==> src/rtl/matrix_operand_loader.sv <==
// matrix_operand_loader: debounced entry of 18 switch operands into matrices A and B, then start/wait handshake with the multiplier.
//   clk, rst (async, active-high)  | sw[7:0] operand value, btn_load / btn_clear raw buttons
//   mult_done  multiplier completion pulse
//   matrix_a/matrix_b[71:0] element k at [8k+7:8k] | start launch pulse | elem_idx next element (18 when full)
//   led_a / led_b / result_valid  state indicators
module matrix_operand_loader #(
  parameter int DEBOUNCE_CYCLES = 1_000_000
) (
  input  logic        clk,
  input  logic        rst,
  input  logic [7:0]  sw,
  input  logic        btn_load,
  input  logic        btn_clear,
  input  logic        mult_done,
  output logic [71:0] matrix_a,
  output logic [71:0] matrix_b,
  output logic        start,
  output logic [4:0]  elem_idx,
  output logic        led_a,
  output logic        led_b,
  output logic        result_valid
);
  localparam int CW = $clog2(DEBOUNCE_CYCLES + 1);
  typedef enum logic [2:0] {LOAD_A, LOAD_B, FIRE, WAIT, SHOW} state_t;
  state_t state;
  logic [1:0] btn_s1, btn_s2, level, level_q;
  logic [7:0] sw_s1, sw_s2;
  logic [CW-1:0] cnt [2];
  logic load_p, clear_p;
  logic [3:0] b_idx;
  always_ff @(posedge clk or posedge rst)
    if (rst) begin
      btn_s1 <= '0;
      btn_s2 <= '0;
      sw_s1 <= '0;
      sw_s2 <= '0;
      level_q <= '0;
    end else begin
      btn_s1 <= {btn_clear, btn_load};
      btn_s2 <= btn_s1;
      sw_s1 <= sw;
      sw_s2 <= sw_s1;
      level_q <= level;
    end
  for (genvar i = 0; i < 2; i++) begin : g_db
    always_ff @(posedge clk or posedge rst)
      if (rst) begin
        cnt[i] <= '0;
        level[i] <= 1'b0;
      end else if (btn_s2[i] == level[i]) cnt[i] <= '0;
      else if (cnt[i] == CW'(DEBOUNCE_CYCLES - 1)) begin
        cnt[i] <= '0;
        level[i] <= ~level[i];
      end else cnt[i] <= cnt[i] + 1'b1;
  end
  assign load_p = level[0] & ~level_q[0];
  assign clear_p = level[1] & ~level_q[1];
  // B slot = elem_idx - 9; 4-bit wraparound maps 16,17 onto 7,8
  assign b_idx = elem_idx[3:0] - 4'd9;
  always_ff @(posedge clk or posedge rst)
    if (rst) begin
      state <= LOAD_A;
      matrix_a <= '0;
      matrix_b <= '0;
      elem_idx <= '0;
    end else if (clear_p) begin
      state <= LOAD_A;
      matrix_a <= '0;
      matrix_b <= '0;
      elem_idx <= '0;
    end else
      case (state)
        LOAD_A: if (load_p) begin
          matrix_a[{elem_idx[3:0], 3'b000} +: 8] <= sw_s2;
          elem_idx <= elem_idx + 5'd1;
          if (elem_idx == 5'd8) state <= LOAD_B;
        end
        LOAD_B: if (load_p) begin
          matrix_b[{b_idx, 3'b000} +: 8] <= sw_s2;
          elem_idx <= elem_idx + 5'd1;
          if (elem_idx == 5'd17) state <= FIRE;
        end
        FIRE: state <= WAIT;
        WAIT: if (mult_done) state <= SHOW;
        default: state <= state;
      endcase
  assign start = state == FIRE;
  assign led_a = state == LOAD_A;
  assign led_b = state == LOAD_B;
  assign result_valid = state == SHOW;
endmodule

==> config.mk <==
export PLATFORM = sky130hd
export DESIGN_NAME = matrix_operand_loader
export DESIGN_NICKNAME = d
export VERILOG_FILES = /design/src/rtl/matrix_operand_loader.sv
export SDC_FILE = /design/constraint.sdc
export NUM_CORES = 1
export LEC_CHECK = 0
export BUFFER_PORTS_ARGS = -buffer_cell sky130_fd_sc_hd__clkbuf_2
export CORE_UTILIZATION = 35
export DETAILED_ROUTE_END_ITERATION = 16
export HOLD_SLACK_MARGIN = 0.1
export PLACE_DENSITY = 0.54
export SLEW_MARGIN = 20
export SYNTH_ARGS = -nofsm -noshare
export SYNTH_HDL_FRONTEND = slang
export SYNTH_SLANG_ARGS = --single-unit
==> constraint.sdc <==
create_clock -name clk -period 8.2 [get_ports clk]
set_clock_uncertainty 0.15 [all_clocks]
set_input_delay 1.23 -clock clk [delete_from_list [all_inputs] [get_ports clk]]
set_output_delay 1.23 -clock clk [all_outputs]
set_load 0.05 [all_outputs]
* Word level (Yosys, flattened, before mapping)
Cells that the tools add are included.
** Storage, ports and cells
- Register bits after elaboration :: 216
- Input bits :: 13
- Word-level logic and storage cells :: 81
** Operators by class
- Add/subtract/negate cells :: 6
- Equal/unequal tests :: 15
- Shifts and indexed selects :: 4
- Multiplexer cells :: 22
- Bitwise gates (word level) :: 8
- Reduce and logical (&&, ||, !) cells :: 13
** Operators by type and width (number)
- 72-bit two-way mux :: 6
- 72-bit bitwise mux :: 2
- 8-bit by 9-bit variable shift with 72-bit output, first input constant :: 2
- 8-bit by 9-bit variable part select with 72-bit output :: 2
- 20-bit two-way mux :: 4
- 20-bit by 1-bit adder with 20-bit output, second input constant :: 2
- 20-bit equality test, second input constant :: 2
- 3-bit two-way mux :: 6
- 7-bit negator with 9-bit output :: 2
- 5-bit two-way mux :: 3
- 3-bit by 1-bit inequality test with 1-bit output, second input constant :: 4
- 3-bit one-hot mux with 4 select lines :: 1
- 2-bit AND reduction :: 5
- 2-bit nonzero test :: 4
- 3-bit by 2-bit equality test with 1-bit output, second input constant :: 2
- 1-bit NOT :: 6
- 6-bit AND reduction :: 1
- 5-bit by 1-bit adder with 5-bit output, second input constant :: 1
- 5-bit by 4-bit equality test with 1-bit output, second input constant :: 1
- 5-bit equality test, second input constant :: 1
- 5-bit nonzero test :: 1
- 4-bit subtractor, second input constant :: 1
- 3-bit by 1-bit equality test with 1-bit output, second input constant :: 1
- 3-bit equality test, second input constant :: 1
- other kinds (5) :: 7

* Longest topological paths before layout
- Depth after elaboration :: 7
- Mapped depth :: 12

* Worst setup path before layout
OpenSTA, ideal clock, no wires.
- Path type :: register to register
- Start point :: reg elem_idx[0]
- End point :: reg matrix_b[32]
- Data arrival time :: 3.179 ns
- Path slack :: 4.741 ns
- Cell stages (with the launch flop) :: 10
- Cell sequence :: dfrtp_1 -> buf_2 -> clkinv_1 -> ha_1 -> clkbuf_1 -> nand3_1 -> a211oi_4 -> nor4b_4 -> or2_2 -> o21ai_0
** On the way
- Longest elaborated chain between the ends :: 7
- Elaborated cells between the ends (all ways) :: 8
- Classes of those cells :: add/sub (2); shift (2); mux (4)
** RTL lines
- start, declared :: line 18 : output logic [4:0] elem_idx,
- start signal, assigned :: line 75 : elem_idx <= elem_idx + 5'd1;
- start signal, assigned :: line 80 : elem_idx <= elem_idx + 5'd1;
- 4-bit subtractor * :: line 59 : assign b_idx = elem_idx[3:0] - 4'd9;
- 7-bit negator with 9-bit output * :: line 79 : matrix_b[{b_idx, 3'b000} +: 8] <= sw_s2;
- 8-bit by 9-bit variable part select with 72-bit output / 8-bit by 9-bit variable shift with 72-bit output (equally long branches) :: line 79
- 72-bit bitwise mux * :: line 79
- 72-bit two-way mux * :: line 78 : LOAD_B: if (load_p) begin
- 72-bit two-way mux * :: line 72 : case (state)
- 72-bit two-way mux * :: line 66 : end else if (clear_p) begin
- end signal, assigned by index :: line 79
- end, declared :: line 16 : output logic [71:0] matrix_b,
Mark *: on every way between the ends. The rest lies on a longest branch, timed or not. The select of a mux whose other input is x is not followed.
A chain may end at the register's enable or synchronous reset.

* Worst setup path after layout
- Start point :: reg elem_idx[0]
- End point :: reg matrix_b[46]
Same word-level chain as after synthesis.

==> results.sh <==
export IMPL_status="complete, no violations"
export IMPL_cts_tree="done"
export IMPL_seqCellArea_um2=5410
export IMPL_crit_path_start_kind="flip-flop"
export IMPL_vias=6910
export IMPL_die_h_um=165
export IMPL_hold_viol=0
export IMPL_remaining_drc_errors=0
export IMPL_async_reset_ff_frac=1.00
export IMPL_track_usage=0.189
export IMPL_htree_levels=1
export IMPL_peakVddDrop_uv=137
export IMPL_port_buffers=165
export IMPL_routed_wl_mm=25.4
export IMPL_final_core_util=0.436
export IMPL_dp_cells=1283
export IMPL_grt_setup_unrepaired="no"
export IMPL_ctsHoldBuffers=0
export IMPL_fin_setup_tns_ns=0
export IMPL_postRouteAntennaNets=0
export IMPL_place_area_um2=10400
export IMPL_leakage_nw=5.54
export IMPL_grt_max_degree=148
export IMPL_ctsLongestPathBuffers=3
export IMPL_wl_per_cell_um=19.1
export IMPL_tightestPinTransition_ns=0.886
export IMPL_synth_cell_types=57
export IMPL_fmax_ghz=0.253
export IMPL_setup_viol_count_final=0
export IMPL_layout_common_cells="dfrtp_1, clkbuf_2, nor2_1, nand2_1, a22o_1"
export IMPL_antenna_found_initial=0
export IMPL_path_cells="clkinv_1, ha_1, or2_2, o21ai_1, a31o_2, nand3_1, o22ai_1"
export IMPL_slowest_stage="dfrtp_1"
export IMPL_synth_edf_count=0
export IMPL_ys_seq_area_frac=0.581
export IMPL_drive_gt1_frac=0.248
export IMPL_cts_root_buf="clkbuf_16"
export IMPL_area_delta_synth_final_pct=22.1
export IMPL_grt_pass1_vias=6885
export IMPL_ios=166
export IMPL_placementRows=59
export IMPL_path_class="flip-flop to flip-flop"
export IMPL_synth_seq_cells=216
export IMPL_core_area_um2=26100
export IMPL_ys_flop_type="dfrtp_1"
export IMPL_period_share=0.482
export IMPL_dpl_hpwl_mm=16.8
export IMPL_end_kind="flip-flop"
export IMPL_nNetsFinal=998
export IMPL_overflow=0
export IMPL_num_antenna_cells=0
export IMPL_via_per_inst=5.19
export IMPL_netlist_area_um2=9300
export IMPL_drv_cap=0
export IMPL_hp_class="flip-flop to flip-flop"
export IMPL_place_gp_congestion=0.790
export IMPL_powerDensity_nw_per_um2=210
export IMPL_start_util=0.357
export IMPL_max_stage_delay_ns=0.78
export IMPL_layout_commonest_cell="dfrtp_1"
export IMPL_final_cells=1331
export IMPL_clkTransAtPathRegs_ns=0.06
export IMPL_critical_path_arrival_ns=4.23
export IMPL_cp_max_fo=22
export IMPL_die_area_um2=27200
export IMPL_syn_inst=825
export IMPL_relSlewSlack=0.404
export IMPL_first_iter_violations=537
export IMPL_synth_area_per_cell_um2=11.3
export IMPL_cts_repair_timing_setup_buffer_count=0
export IMPL_r2r_setup_slack_ns=4.24
export IMPL_die_x_um=165
export IMPL_required_ns=8.48
export IMPL_cts_sinks=216
export IMPL_cts_buffers=26
export IMPL_layout_min_cycle_time_ns=3.96
export IMPL_ctsResizeCount=0
export IMPL_grt_pass1_wl_mm=39.9
export IMPL_drv_slew=0
export IMPL_yosys_warnings=0
export IMPL_insertion_delay_ns=0.54
export IMPL_dr_pass1_iters=5
export IMPL_fin_area_um2=11400
export IMPL_synth_nets=847
export IMPL_multi_input_area_um2=3640
export IMPL_n_fill_cell=2519
## cell usage after synthesis, types with 3 or more instances
| library cell | number | area, um2 |
|---|---|---|
| a21oi_1 | 17 | 85.1 |
| a22o_1 | 67 | 587 |
| a31oi_1 | 8 | 50.1 |
| and2_1 | 10 | 62.6 |
| and3_1 | 29 | 181 |
| buf_2 | 5 | 25.0 |
| buf_6 | 3 | 33.8 |
| clkbuf_1 | 37 | 139 |
| dfrtp_1 | 216 | 5410 |
| ha_1 | 9 | 113 |
| inv_1 | 13 | 48.8 |
| mux2i_1 | 23 | 230 |
| nand2_1 | 69 | 259 |
| nand2b_1 | 4 | 25.0 |
| nand3_1 | 49 | 245 |
| nand4_1 | 16 | 100 |
| nor2_1 | 75 | 282 |
| nor2b_1 | 3 | 18.8 |
| nor3_1 | 9 | 45.0 |
| nor3b_1 | 5 | 37.5 |
| nor4_1 | 5 | 31.3 |
| nor4b_1 | 4 | 35.0 |
| nor4b_4 | 4 | 95.1 |
| o211ai_1 | 6 | 45.0 |
| o21ai_0 | 24 | 120 |
| o22ai_1 | 18 | 113 |
| o2bb2ai_1 | 16 | 140 |
| or2_2 | 6 | 37.5 |
| xnor2_1 | 16 | 140 |
| xor2_1 | 27 | 236 |
## per-stage QoR
stage | power, mW | hold slack, ns | worst slack [ns]
CTS | 2.41 | 0.189 | 4.28
detailed placement | 1.15 | 0.185 | 4.30
global route | 2.46 | 0.202 | 3.93
global placement | 1.15 | 0.184 | 4.47
finish | 2.38 | 0.190 | 4.24
floorplan | 1.13 | 0.181 | 0.912
## final cells by class
cell class / count / area share
sequential: 216 / 0.476
multi-input combinational: 547 / 0.321
timing repair buffer: 171 / 0.0767
clock buffer: 32 / 0.0637
tap: 335 / 0.0369
clock inverter: 16 / 0.0204
inverter: 14 / 0.00573
## layer usage
layer | share of wire | track usage
met5 | 0 | 0
met2 | 0.47 | 0.298
met1 | 0.46 | 0.265
met3 | 0.049 | 0.0319
met4 | 0.021 | 0.0513
## cells by family after synthesis
logic type                 synth area share
and+or+nand+nor                       0.172
buffers and inverters                0.0285
xor gates and xnor gates             0.0435
AOI/OAI and AO/OA                     0.135
DFF                                   0.581
muxes                                0.0272
adders and majority gates            0.0121
## worst max-delay path, delay by kind of cell, from the launching register on
| family | cells | cell delay, ns |
|---|---|---|
| and+or+nand+nor | 2 | 0.76 |
| DFF | 1 | 0.78 |
| buffers and inverters | 1 | 0.49 |
| AOI/OAI and AO/OA | 3 | 1.15 |
| adders and majority gates | 1 | 0.50 |
## where the power goes
group          total [mW]  switching, mW  internal [mW]
Combinational      0.0370         0.0307        0.00630
Clock                1.25          0.468          0.786
Sequential           1.09         0.0161           1.07
## sequential cells by signal (all words and copies together), names as in the netlist
| signal | flops |
|---|---|
| cnt | 40 |
| matrix_a | 72 |
| sw_s1 | 8 |
| level_q | 2 |
| btn_s2 | 2 |
| elem_idx | 5 |
| state | 3 |
| matrix_b | 72 |
| sw_s2 | 8 |
| btn_s1 | 2 |
| level | 2 |
## worst paths after layout
path,start,to,cells past startpoint
max reg2reg,elem_idx[0],matrix_b[46],7
min in group asynchronous,rst,cnt[37],2
min reg2reg,sw_s1[0],sw_s2[0],0
min,sw_s1[0],sw_s2[0],0
max in group asynchronous,rst,level[0],3
max,elem_idx[0],matrix_b[46],7
Power figures use the tool's default switching activity.
